--- src/rtl/cla_subtractor_9bit_pipe_if.sv ---
// Operand/result handshake bundle for the pipelined 9-bit lookahead subtractor.
interface cla_subtractor_9bit_pipe_if;
  logic [8:0] i_minuend;
  logic [8:0] i_subtrahend;
  logic       i_valid;
  logic       o_ready;
  logic [9:0] o_result;
  logic       o_valid;
  logic       i_ready;

  modport slave (
    input  i_minuend,
    input  i_subtrahend,
    input  i_valid,
    output o_ready,
    output o_result,
    output o_valid,
    input  i_ready
  );

  modport master (
    output i_minuend,
    output i_subtrahend,
    output i_valid,
    input  o_ready,
    input  o_result,
    input  o_valid,
    output i_ready
  );
endinterface

--- src/rtl/cla_subtractor_9bit_pipe.sv ---
// Two-stage 9-bit carry-lookahead subtractor (A + ~B + 1) with valid/ready on both sides.
// Stage 1 holds p/g and the low-group carry c4; stage 2 holds the difference and borrow.
module cla_subtractor_9bit_pipe (
  input  logic                          i_clk,
  input  logic                          i_rst,
  cla_subtractor_9bit_pipe_if.slave     bus
);

  // Flattened sum-of-products carry out of bit 'top' for a group of up to 5 bits.
  function automatic logic group_carry(
    input logic [4:0] p,
    input logic [4:0] g,
    input logic       cin,
    input int         top
  );
    logic c;
    logic term;
    c = cin;
    for (int m = 0; m < 5; m++) begin
      c = c & ((m <= top) ? p[m] : 1'b1);
    end
    for (int j = 0; j < 5; j++) begin
      term = (j <= top) ? g[j] : 1'b0;
      for (int m = 0; m < 5; m++) begin
        term = term & ((m > j && m <= top) ? p[m] : 1'b1);
      end
      c = c | term;
    end
    return c;
  endfunction

  logic       s1_valid_q, s1_valid_d;
  logic       s2_valid_q, s2_valid_d;
  logic [8:0] p_q, p_d;
  logic [8:0] g_q, g_d;
  logic       c4_q, c4_d;
  logic [9:0] result_q, result_d;

  logic [8:0] p_s;
  logic [8:0] g_s;
  logic       c4_s;
  logic [9:0] carry_s;
  logic [8:0] diff_s;
  logic       adv1_s;
  logic       adv2_s;
  logic       s2_free_s;
  logic       ready_s;
  logic       accept_s;

  // Stage-1 arithmetic: per-bit propagate/generate of A + ~B and the low-group carry.
  always_comb begin
    p_s  = bus.i_minuend ^ ~bus.i_subtrahend;
    g_s  = bus.i_minuend & ~bus.i_subtrahend;
    c4_s = group_carry({1'b0, p_s[3:0]}, {1'b0, g_s[3:0]}, 1'b1, 3);
  end

  // Stage-2 arithmetic: c1..c3 recomputed from c0, c5..c9 looked ahead from registered c4.
  always_comb begin
    carry_s    = 10'b0;
    carry_s[0] = 1'b1;
    for (int i = 1; i < 4; i++) begin
      carry_s[i] = group_carry({1'b0, p_q[3:0]}, {1'b0, g_q[3:0]}, 1'b1, i - 1);
    end
    carry_s[4] = c4_q;
    for (int i = 5; i < 10; i++) begin
      carry_s[i] = group_carry(p_q[8:4], g_q[8:4], c4_q, i - 5);
    end
    diff_s = p_q ^ carry_s[8:0];
  end

  // Flow control; o_ready never looks at i_valid.
  always_comb begin
    adv2_s    = s2_valid_q & bus.i_ready;
    s2_free_s = ~s2_valid_q | adv2_s;
    adv1_s    = s1_valid_q & s2_free_s;
    ready_s   = ~s1_valid_q | adv1_s;
    accept_s  = bus.i_valid & ready_s;
  end

  // Next-state for both pipeline stages.
  always_comb begin
    s1_valid_d = s1_valid_q;
    s2_valid_d = s2_valid_q;
    p_d        = p_q;
    g_d        = g_q;
    c4_d       = c4_q;
    result_d   = result_q;
    if (accept_s) begin
      s1_valid_d = 1'b1;
      p_d        = p_s;
      g_d        = g_s;
      c4_d       = c4_s;
    end else if (adv1_s) begin
      s1_valid_d = 1'b0;
    end else begin
      s1_valid_d = s1_valid_q;
    end
    if (adv1_s) begin
      s2_valid_d = 1'b1;
      result_d   = {~carry_s[9], diff_s};
    end else if (adv2_s) begin
      s2_valid_d = 1'b0;
    end else begin
      s2_valid_d = s2_valid_q;
    end
  end

  // Control and output registers; reset discards everything in flight.
  always_ff @(posedge i_clk) begin
    if (i_rst) begin
      s1_valid_q <= 1'b0;
      s2_valid_q <= 1'b0;
      result_q   <= 10'h000;
    end else begin
      s1_valid_q <= s1_valid_d;
      s2_valid_q <= s2_valid_d;
      result_q   <= result_d;
    end
  end

  // Stage-1 payload; meaningful only while s1_valid_q is set.
  always_ff @(posedge i_clk) begin
    p_q  <= p_d;
    g_q  <= g_d;
    c4_q <= c4_d;
  end

  assign bus.o_ready  = ready_s;
  assign bus.o_valid  = s2_valid_q;
  assign bus.o_result = result_q;

endmodule
--- src/flat_wrapper.sv ---
// flat-port wrapper written by rule: the top's interface ports become plain ports
module cla_subtractor_9bit_pipe_flat 
  (i_clk, i_rst, bus_i_minuend, bus_i_subtrahend, bus_i_valid, bus_o_ready, bus_o_result, bus_o_valid, bus_i_ready);
  cla_subtractor_9bit_pipe_if bus_i ();
  input  logic i_clk;
  input  logic i_rst;
  input wire logic [$bits(bus_i.i_minuend)-1:0] bus_i_minuend;
  input wire logic [$bits(bus_i.i_subtrahend)-1:0] bus_i_subtrahend;
  input wire logic [$bits(bus_i.i_valid)-1:0] bus_i_valid;
  output wire logic [$bits(bus_i.o_ready)-1:0] bus_o_ready;
  output wire logic [$bits(bus_i.o_result)-1:0] bus_o_result;
  output wire logic [$bits(bus_i.o_valid)-1:0] bus_o_valid;
  input wire logic [$bits(bus_i.i_ready)-1:0] bus_i_ready;
  assign bus_i.i_minuend = bus_i_minuend;
  assign bus_i.i_subtrahend = bus_i_subtrahend;
  assign bus_i.i_valid = bus_i_valid;
  assign bus_o_ready = bus_i.o_ready;
  assign bus_o_result = bus_i.o_result;
  assign bus_o_valid = bus_i.o_valid;
  assign bus_i.i_ready = bus_i_ready;
  cla_subtractor_9bit_pipe u_core (.i_clk(i_clk), .i_rst(i_rst), .bus(bus_i));
endmodule
--- config.mk ---
export PLATFORM = sky130hd
export DESIGN_NAME = cla_subtractor_9bit_pipe_flat
export DESIGN_NICKNAME = d
export VERILOG_FILES = /design/src/rtl/cla_subtractor_9bit_pipe_if.sv /design/src/rtl/cla_subtractor_9bit_pipe.sv /design/src/flat_wrapper.sv
export SDC_FILE = /design/constraint.sdc
export NUM_CORES = 1
export LEC_CHECK = 0
export CELL_PAD_IN_SITES_DETAIL_PLACEMENT = 0
export CELL_PAD_IN_SITES_GLOBAL_PLACEMENT = 1
export CORE_MARGIN = 5
export CORE_UTILIZATION = 37
export DETAILED_ROUTE_END_ITERATION = 10
export PLACE_DENSITY = 0.86
export SLEW_MARGIN = 15
export SYNTH_ARGS = -nofsm -noshare
export SYNTH_HDL_FRONTEND = slang
export SYNTH_SLANG_ARGS = --single-unit
--- constraint.sdc ---
create_clock -name i_clk -period 1.91 [get_ports i_clk]
set_input_delay 0.382 -clock i_clk [delete_from_list [all_inputs] [get_ports i_clk]]
set_output_delay 0.382 -clock i_clk [all_outputs]
set_load 0.05 [all_outputs]
* Yosys cells after proc, flatten, opt, wreduce, memory -nomap -nowiden
Index checks and enable logic that the tools add are counted.
** Operators by class
- Reductions and logical operators :: 2
- Bitwise logic cells :: 66
- Muxes and demuxes :: 4
** Operator list (count)
- $and A1 B1 Y1 :: 32
- $or A1 B1 Y1 :: 27
- $xor A9 B9 Y9 :: 2
- $and A9 B9 Y9 :: 1
- $not A9 Y9 :: 1
- $mux W1 :: 4
- $reduce_bool A2 Y1 :: 2
- $not A1 Y1 :: 3
** Word-level totals
- Register bits :: 31
- Input port bits :: 22
- Logic and storage cells :: 78
- Output and inout port bits :: 12

* Longest topological paths before layout
Gate-level depths: netlist of the first run.
- Depth after elaboration :: 11
- Gate-level depth with buffers :: 6
- Depth with buffers taken out :: 6

* Worst setup path before layout of the first run
Ideal clock, no wire load.
- Path kind :: reg-to-reg
- From :: register u_core.s2_valid_q, in the netlist u_core.bus.o_valid
- To :: register u_core.c4_q, enable pin
- Path slack :: -0.104 ns
- Arrival :: 1.685 ns
- Library setup time :: 0.329 ns
- Buffers on the path :: 0
- Period minus slack after synthesis :: 2.014 ns
- Data required time :: 1.581 ns
- Cell stages (with the launch flop) :: 4
- Cells stage by stage :: dfxtp_1 -> nor2b_1 -> nand2_1 -> and2_1
** Between the ends
- Cells in the longest elaborated chain, start to end :: 5
- Elaborated cells between the ends (all ways) :: 6
- Classes of those cells :: bitwise (6)
** Ends and longest elaborated chain
- from (decl) :: RTL line cla_subtractor_9bit_pipe.sv:33 : logic s2_valid_q, s2_valid_d;
- from (signal assigned) :: RTL line cla_subtractor_9bit_pipe.sv:116 : s2_valid_q <= s2_valid_d;
- $and A1 B1 Y1 or $not A1 Y1 (tied branches) :: RTL line cla_subtractor_9bit_pipe.sv:73, cla_subtractor_9bit_pipe.sv:74
- $or A1 B1 Y1 (*) :: RTL line cla_subtractor_9bit_pipe.sv:74 : s2_free_s = ~s2_valid_q | adv2_s;
- $and A1 B1 Y1 (*) :: RTL line cla_subtractor_9bit_pipe.sv:75 : adv1_s = s1_valid_q & s2_free_s;
- $or A1 B1 Y1 (*) :: RTL line cla_subtractor_9bit_pipe.sv:76 : ready_s = ~s1_valid_q | adv1_s;
- named net bus_o_ready :: RTL line flat_wrapper.sv:10 : output wire logic [$bits(bus_i.o_ready)-1:0] bus_o_ready;
- $and A1 B1 Y1 (*) :: RTL line cla_subtractor_9bit_pipe.sv:77 : accept_s = bus.i_valid & ready_s;
- named net u_core.accept_s :: RTL line cla_subtractor_9bit_pipe.sv:48 : logic accept_s;
- to (signal assigned) :: RTL line cla_subtractor_9bit_pipe.sv:125 : c4_q <= c4_d;
- to (decl) :: RTL line cla_subtractor_9bit_pipe.sv:36 : logic c4_q, c4_d;
The timed path passes the listed nets; every way through them passes the cells marked *.
A chain may end at the register's enable or synchronous reset.

* Worst setup path after layout of the first run
- From :: register u_core.result_q[7], in the netlist u_core.bus.o_result[7]
- To :: output port bus_o_result[7]
** RTL lines
- from (decl) :: RTL line cla_subtractor_9bit_pipe.sv:37 : logic [9:0] result_q, result_d;
- from (signal assigned) :: RTL line cla_subtractor_9bit_pipe.sv:117 : result_q <= result_d;
- to (decl) :: RTL line flat_wrapper.sv:11 : output wire logic [$bits(bus_i.o_result)-1:0] bus_o_result;
No word-level cell between the ends.

==> out/metrics.cfg, run 1 <==
[outcome]
status=completed

[timing]
worstMarginPinSlew_ns=0.5114
finalHoldViolCount=0
setup_viol=0
slew_headroom_pct=65.85
tns_ns=0
period_minus_slack_ns=1.850
rsz0062_at_grt=no
max_freq_ghz=0.5405
slew_viol_final=0
period_share_pct=96.86
clock_skew_ns=0.007924

[floorplanning]
start_util_pct=38.97
dieArea_um2=4898
ios=34
die_x_um=69.99
core_um2=3416
die_h_um=69.99
fp-row-count=21

[setup_path]
worstSetupPathType=flip-flop to output pin
cp_slowest_cell=clkdlybuf4s50_1
rr_worst_depth=5
worst_ep_required_time_ns=1.53
critPathTopFamily=buffers and inverters
path_buf_inv=1
end_kind=output pin
r2r_setup_slack_ns=0.42
rr_startpoint=u_core.c4_q$_DFFE_PP_
crit_chain=clkdlybuf4s50_1
crit_fanout=2
r2r-end=u_core.bus.o_result[7]$_SDFFE_PP0P_
arrival_ns=1.47
slowest_delay_ns=0.81
start_kind=flip-flop

[final_layout]
layout-drive-gt1-share_pct=10.19
nets=188
diodes=0
mostFrequentLayoutCells=27 x clkdlybuf4s50_1, 18 x edfxtp_1, 11 x inv_1, 11 x dfxtp_1
fillers=326
multiInputGateArea_um2=493.0
final-instance-count-excl-fill=203
area.growth.synth_to_final_pct=36.28
final_common_cell=clkdlybuf4s50_1
seq_area_um2=782.0

[drt]
drtPass1Iterations=4
via_per_inst=4.823
num_vias=979
wl_mm=2.480
drc=0
drt-initial-drc-count=31
detail_route.wl_per_cell_um=12.22
ant_nets=0

[global_route]
grt_pass1_vias=956
antenna_found_initial=0
grt_pass1_wl_mm=4.153
overflow=0
grt_max_degree=19
grt_usage_pct=11.09

[pwr]
p_sw_mw=0.3696
power_frac_comb_pct=19.3
seq_power_share_pct=55.8
pwr_density_cell_nw_per_um2=755.1
power.share.clock_pct=24.9
p_sw_share_pct=26.98
p_int_mw=1.000
p_leak_nw=0.7849
vdd_drop_max_mv=0.4241

[cts]
post_cts_buffers=0
clockRootBuffer=clkbuf_4
clock_path_buffers=2
cts_tree=done
htreeDepth=2
clk_pin_slew_ns=0.09
clock_latency_ns=0.32
cts_made_buffers=5
cts_sinks=30
hold_buffers=0
post_cts_resized=0

[synthesis]
synth-seq-area-share_pct=58.65
yosysTopAreaCell=edfxtp_1
synth_cell_types=28
synthCells=116
syn-num-nets=148
synth-seq-cells=30
yosysTopAreaCellShare_pct=40.60
syn_avg_cell_area_um2=11.48
yosys_warnings=0
synth_area_um2=1331
synth_area_leaders=edfxtp_1 41%, dfxtp_1 18%, ha_1 9.4%

[place]
hpwlAfterDp_mm=1.945
port_buffers=33
gp_congestion=0.7544
post-place-cells=195

[flow_run]
max-cap-violations=0

[hold_path]
hold_depth=2
hold_end=u_core.bus.o_result[1]$_SDFFE_PP0P_
min_path_type=flip-flop to flip-flop
hp-start=u_core.bus.o_result[1]$_SDFFE_PP0P_

[worst max path at each step]
stage,startpoint,to,slack (ns),depth (start not counted)
after floorplan,u_core.bus.o_valid$_SDFFE_PP0P_,u_core.c4_q$_DFFE_PP_,0.15,3
final,u_core.bus.o_result[7]$_SDFFE_PP0P_,bus_o_result[7],0.06,1
after CTS,u_core.bus.o_result[4]$_SDFFE_PP0P_,bus_o_result[4],0.01,1
after global routing,u_core.bus.o_result[7]$_SDFFE_PP0P_,bus_o_result[7],0.01,1
after detailed placement,bus_i_subtrahend[0],u_core.c4_q$_DFFE_PP_,-0.05,7
after global placement,bus_i_subtrahend[0],u_core.c4_q$_DFFE_PP_,-0.03,7
[logic make-up after synthesis]
group | Yosys count | share of synthesized area [%]
adder cells (fa/ha/maj) | 10 | 9.398
flip-flops | 30 | 58.65
AO/OA/AOI/OAI | 22 | 11.47
AND/OR/NAND/NOR | 36 | 14.10
XOR/XNOR | 3 | 1.974
buffers and inverters | 15 | 4.418
[state kept, by name, indices dropped and copies added (netlist names)]
name and count:
u_core.bus.o_result 10, u_core.bus.o_valid 1, u_core.c4_q 1, u_core.g_q 8, u_core.p_q 9, u_core.s1_valid_q 1
[synth_stat cells]
| cell type | count |
|---|---|
| edfxtp_1 | 18 |
| dfxtp_1 | 12 |
| inv_1 | 11 |
| ha_1 | 10 |
| nor2_1 | 10 |
| a21oi_1 | 7 |
| nand2_1 | 7 |
| o21a_1 | 4 |
| nand2b_1 | 3 |
| o21ai_0 | 3 |
| or3_1 | 3 |
| a211o_1 | 2 |
| and2_1 | 2 |
| buf_2 | 2 |
| clkbuf_1 | 2 |
| nand3_1 | 2 |
| nand3b_1 | 2 |
| nor3_1 | 2 |
| nor3b_1 | 2 |
| nor4b_1 | 2 |
| o31ai_1 | 2 |
| xnor2_1 | 2 |
| a211oi_1 | 1 |
| a211oi_2 | 1 |
| nor2b_1 | 1 |
| o211ai_1 | 1 |
| o22ai_2 | 1 |
| xor2_1 | 1 |
[worst reg2reg max path: cells and delay by family (launching register included)]
family	cells	cell delay, ns
AOI/OAI and AO/OA	3	0.56
DFF	1	0.39
adders and majority gates	1	0.23
and+or+nand+nor	1	0.27
[per-layer routing]
| layer | GRT usage (%) | share of wire [%] | wire [um] | up-vias |
|---|---|---|---|---|
| met4 | 7.660 | 1.8 | 44 | 0 |
| met1 | 11.11 | 42 | 1035 | 453 |
| met2 | 18.78 | 49 | 1212 | 29 |
| met5 | 0 | 0 | 0 | - |
| li1 | - | - | - | 491 |
| met3 | 4.304 | 7.6 | 188 | 6 |
[power groups by stage]
stage	registers, mW	clock network (mW)	logic, mW
6_report	0.764	0.342	0.264
3_5_place_dp	0.780	0	0.268
4_1_cts	0.765	0.358	0.269
2_1_floorplan	0.829	0	0.103
3_3_place_gp	0.777	0	0.258
5_1_grt	0.771	0.386	0.289
[cell type report]
type | count | share of cell area [%]
multi-input combinational | 71 | 27.17
clock buffer | 6 | 2.276
tap | 46 | 3.172
clock inverter | 2 | 0.4828
inverter | 11 | 2.276
timing repair buffer | 37 | 21.52
sequential | 30 | 43.10
[stage by stage]
step | setup WS (ns) | hold WS, ns | total power [mW] | utilization [%] | area [um2]
2_1_floorplan | 0.1474 | 0.4435 | 0.9317 | - | 1334
3_3_place_gp | -0.03213 | 0.4393 | 1.035 | 51.36 | 1754
3_5_place_dp | -0.05459 | 0.4575 | 1.048 | 51.36 | 1754
4_1_cts | 0.01106 | 0.4717 | 1.393 | 52.82 | 1804
5_1_grt | 0.01286 | 0.4887 | 1.446 | 53.11 | 1814
6_report | 0.05995 | 0.4593 | 1.370 | 53.11 | 1814
Note: power is estimated with default switching activity, not from simulation.
==> run 2: changes to the inputs <==
- ABC_CLOCK_PERIOD_IN_PS: default -> 1910
- MAX_ROUTING_LAYER: default -> met4
==> run 2 against run 1 <==
Effect of this change:
- register-to-register slack hardly changed
- final area stayed put
- power hardly changed
- die area stayed put
- core utilization stayed put
==> out/metrics.cfg, run 2 (synthesis results as in run 1) <==
[place]
pre_cts_ws_ns=-0.05459  ; unchanged
gp_congestion=0.7642  ; was 0.7544
placed_area_um2=1754  ; unchanged
port_buffers=33  ; unchanged
hpwlAfterDp_mm=1.945  ; unchanged

[drt]
wl_mm=2.480  ; unchanged
detail_route.wl_per_cell_um=12.22  ; unchanged
ant_nets=0  ; unchanged
drtPass1Iterations=4  ; unchanged
drc=0  ; unchanged
via_per_inst=4.828  ; was 4.823
num_vias=980  ; was 979
drt-initial-drc-count=42  ; was 31

[cts]
post_cts_resized=0  ; unchanged
clock_latency_ns=0.32  ; about the same
htreeDepth=2  ; unchanged
clk_pin_slew_ns=0.09  ; about the same
hold_buffers=0  ; unchanged
clock_path_buffers=2  ; unchanged
clockRootBuffer=clkbuf_4  ; unchanged
cts_sinks=30  ; unchanged
post_cts_buffers=0  ; unchanged
cts_made_buffers=5  ; unchanged
cts_tree=done  ; unchanged

[final_layout]
final_common_cell=clkdlybuf4s50_1  ; unchanged
largest_reg_flops=10  ; unchanged
fillers=326  ; unchanged
diodes=0  ; unchanged
fin_area_um2=1814  ; unchanged
mostFrequentLayoutCells=27 x clkdlybuf4s50_1, 18 x edfxtp_1, 11 x inv_1, 11 x dfxtp_1  ; unchanged
layout-drive-gt1-share_pct=10.19  ; unchanged
nets=188  ; unchanged
area.growth.synth_to_final_pct=36.28  ; unchanged

[global_route]
grt_pass1_wl_mm=4.153  ; unchanged
grt_pass1_vias=961  ; was 956
overflow=0  ; unchanged
grt_max_degree=19  ; unchanged
antenna_found_initial=0  ; unchanged
grt_usage_pct=11.40  ; was 11.09%

[hold_path]
hold_end=u_core.bus.o_result[1]$_SDFFE_PP0P_  ; unchanged
min_path_type=flip-flop to flip-flop  ; unchanged
hold_depth=2  ; unchanged
hp-start=u_core.bus.o_result[1]$_SDFFE_PP0P_  ; unchanged

[setup_path]
worst_ep_required_time_ns=1.53  ; about the same
r2r_setup_slack_ns=0.42  ; about the same
r2r-end=u_core.bus.o_result[7]$_SDFFE_PP0P_  ; unchanged
arrival_ns=1.47  ; about the same
rr_startpoint=u_core.c4_q$_DFFE_PP_  ; unchanged
crit_fanout=2  ; unchanged
path_buf_inv=1  ; unchanged
cp_slowest_cell=clkdlybuf4s50_1  ; unchanged
end_kind=output pin  ; unchanged
critPathTopFamily=buffers and inverters  ; unchanged
rr_worst_depth=5  ; unchanged
start_kind=flip-flop  ; unchanged
crit_chain=clkdlybuf4s50_1  ; unchanged
slowest_delay_ns=0.81  ; about the same
worstSetupPathType=flip-flop to output pin  ; unchanged

[timing]
period_share_pct=96.84  ; was 96.86%
slew_viol_final=0  ; unchanged
finalHoldViolCount=0  ; unchanged
hold_ws_ns=0.4594  ; was 0.4593 ns
clock_skew_ns=0.007931  ; was 0.007924 ns
rsz0062_at_grt=no  ; unchanged
max_freq_ghz=0.5407  ; was 0.5405 GHz
period_minus_slack_ns=1.850  ; about the same
worstMarginPinSlew_ns=0.5114  ; about the same
setup_viol=0  ; unchanged
worst_slack_ns=0.06043  ; was 0.05995 ns
slew_headroom_pct=65.85  ; unchanged

[flow_run]
max-cap-violations=0  ; unchanged

[pwr]
pwr_density_cell_nw_per_um2=755.1  ; about the same
power_mw=1.370  ; about the same
p_leak_nw=0.7849  ; unchanged
vdd_drop_max_mv=0.4247  ; was 0.4241 mV

[floorplanning]
ios=34  ; unchanged
start_util_pct=38.97  ; unchanged
die_h_um=69.99  ; unchanged
die_x_um=69.99  ; unchanged
fp-row-count=21  ; unchanged
core_um2=3416  ; unchanged
dieArea_um2=4898  ; unchanged

[outcome]
status=completed  ; unchanged

-- run 2: cell counts in the layout (fill, tap and decap cells not counted) --
No cell type changed its count.
-- run 2: area by class of cell --
type,instances,area [um2],area share (%)
clock inverter,2,8.758,0.4828
inverter,11,41.29,2.276
sequential,30,782.0,43.10
timing repair buffer,37,390.4,21.52
multi-input combinational,71,493.0,27.17
clock buffer,6,41.29,2.276
tap,46,57.56,3.172
-- run 2: how the worst max path moves through the flow --
| stage | startpoint | end | slack, ns | cells after the start |
|---|---|---|---|---|
| 3_5_place_dp | bus_i_subtrahend[0] | u_core.c4_q$_DFFE_PP_ | -0.05 | 7 |
| 3_3_place_gp | bus_i_subtrahend[0] | u_core.c4_q$_DFFE_PP_ | -0.03 | 7 |
| 4_1_cts | u_core.bus.o_result[4]$_SDFFE_PP0P_ | bus_o_result[4] | 0.01 | 1 |
| 6_report | u_core.bus.o_result[7]$_SDFFE_PP0P_ | bus_o_result[7] | 0.06 | 1 |
| 2_1_floorplan | u_core.bus.o_valid$_SDFFE_PP0P_ | u_core.c4_q$_DFFE_PP_ | 0.15 | 3 |
| 5_1_grt | u_core.bus.o_result[7]$_SDFFE_PP0P_ | bus_o_result[7] | 0.01 | 1 |
-- run 2: through the flow --
stage,util (%),std cells,TNS [ns]
2_1_floorplan,-,116,0
6_report,53.11,203,0
5_1_grt,53.11,203,0
4_1_cts,52.82,203,0
3_5_place_dp,51.36,195,-0.05459
3_3_place_gp,51.36,195,-0.03213
-- run 2: where the power goes --
part | total, mW | switching (mW) | internal, mW
clock network | 0.341 | 0.204 | 0.138
logic | 0.264 | 0.141 | 0.123
registers | 0.764 | 0.0249 | 0.739
total | 1.37 | 0.370 | 1.00
-- run 2: per-layer routing --
| layer | up-vias | GRT usage, % | part of all wire, % |
|---|---|---|---|
| met2 | 29 | 18.78 | 49 |
| met3 | 6 | 4.304 | 7.5 |
| met4 | 0 | 7.660 | 1.7 |
| met1 | 454 | 11.11 | 42 |
| met5 | - | - | 0 |
| li1 | 491 | - | - |
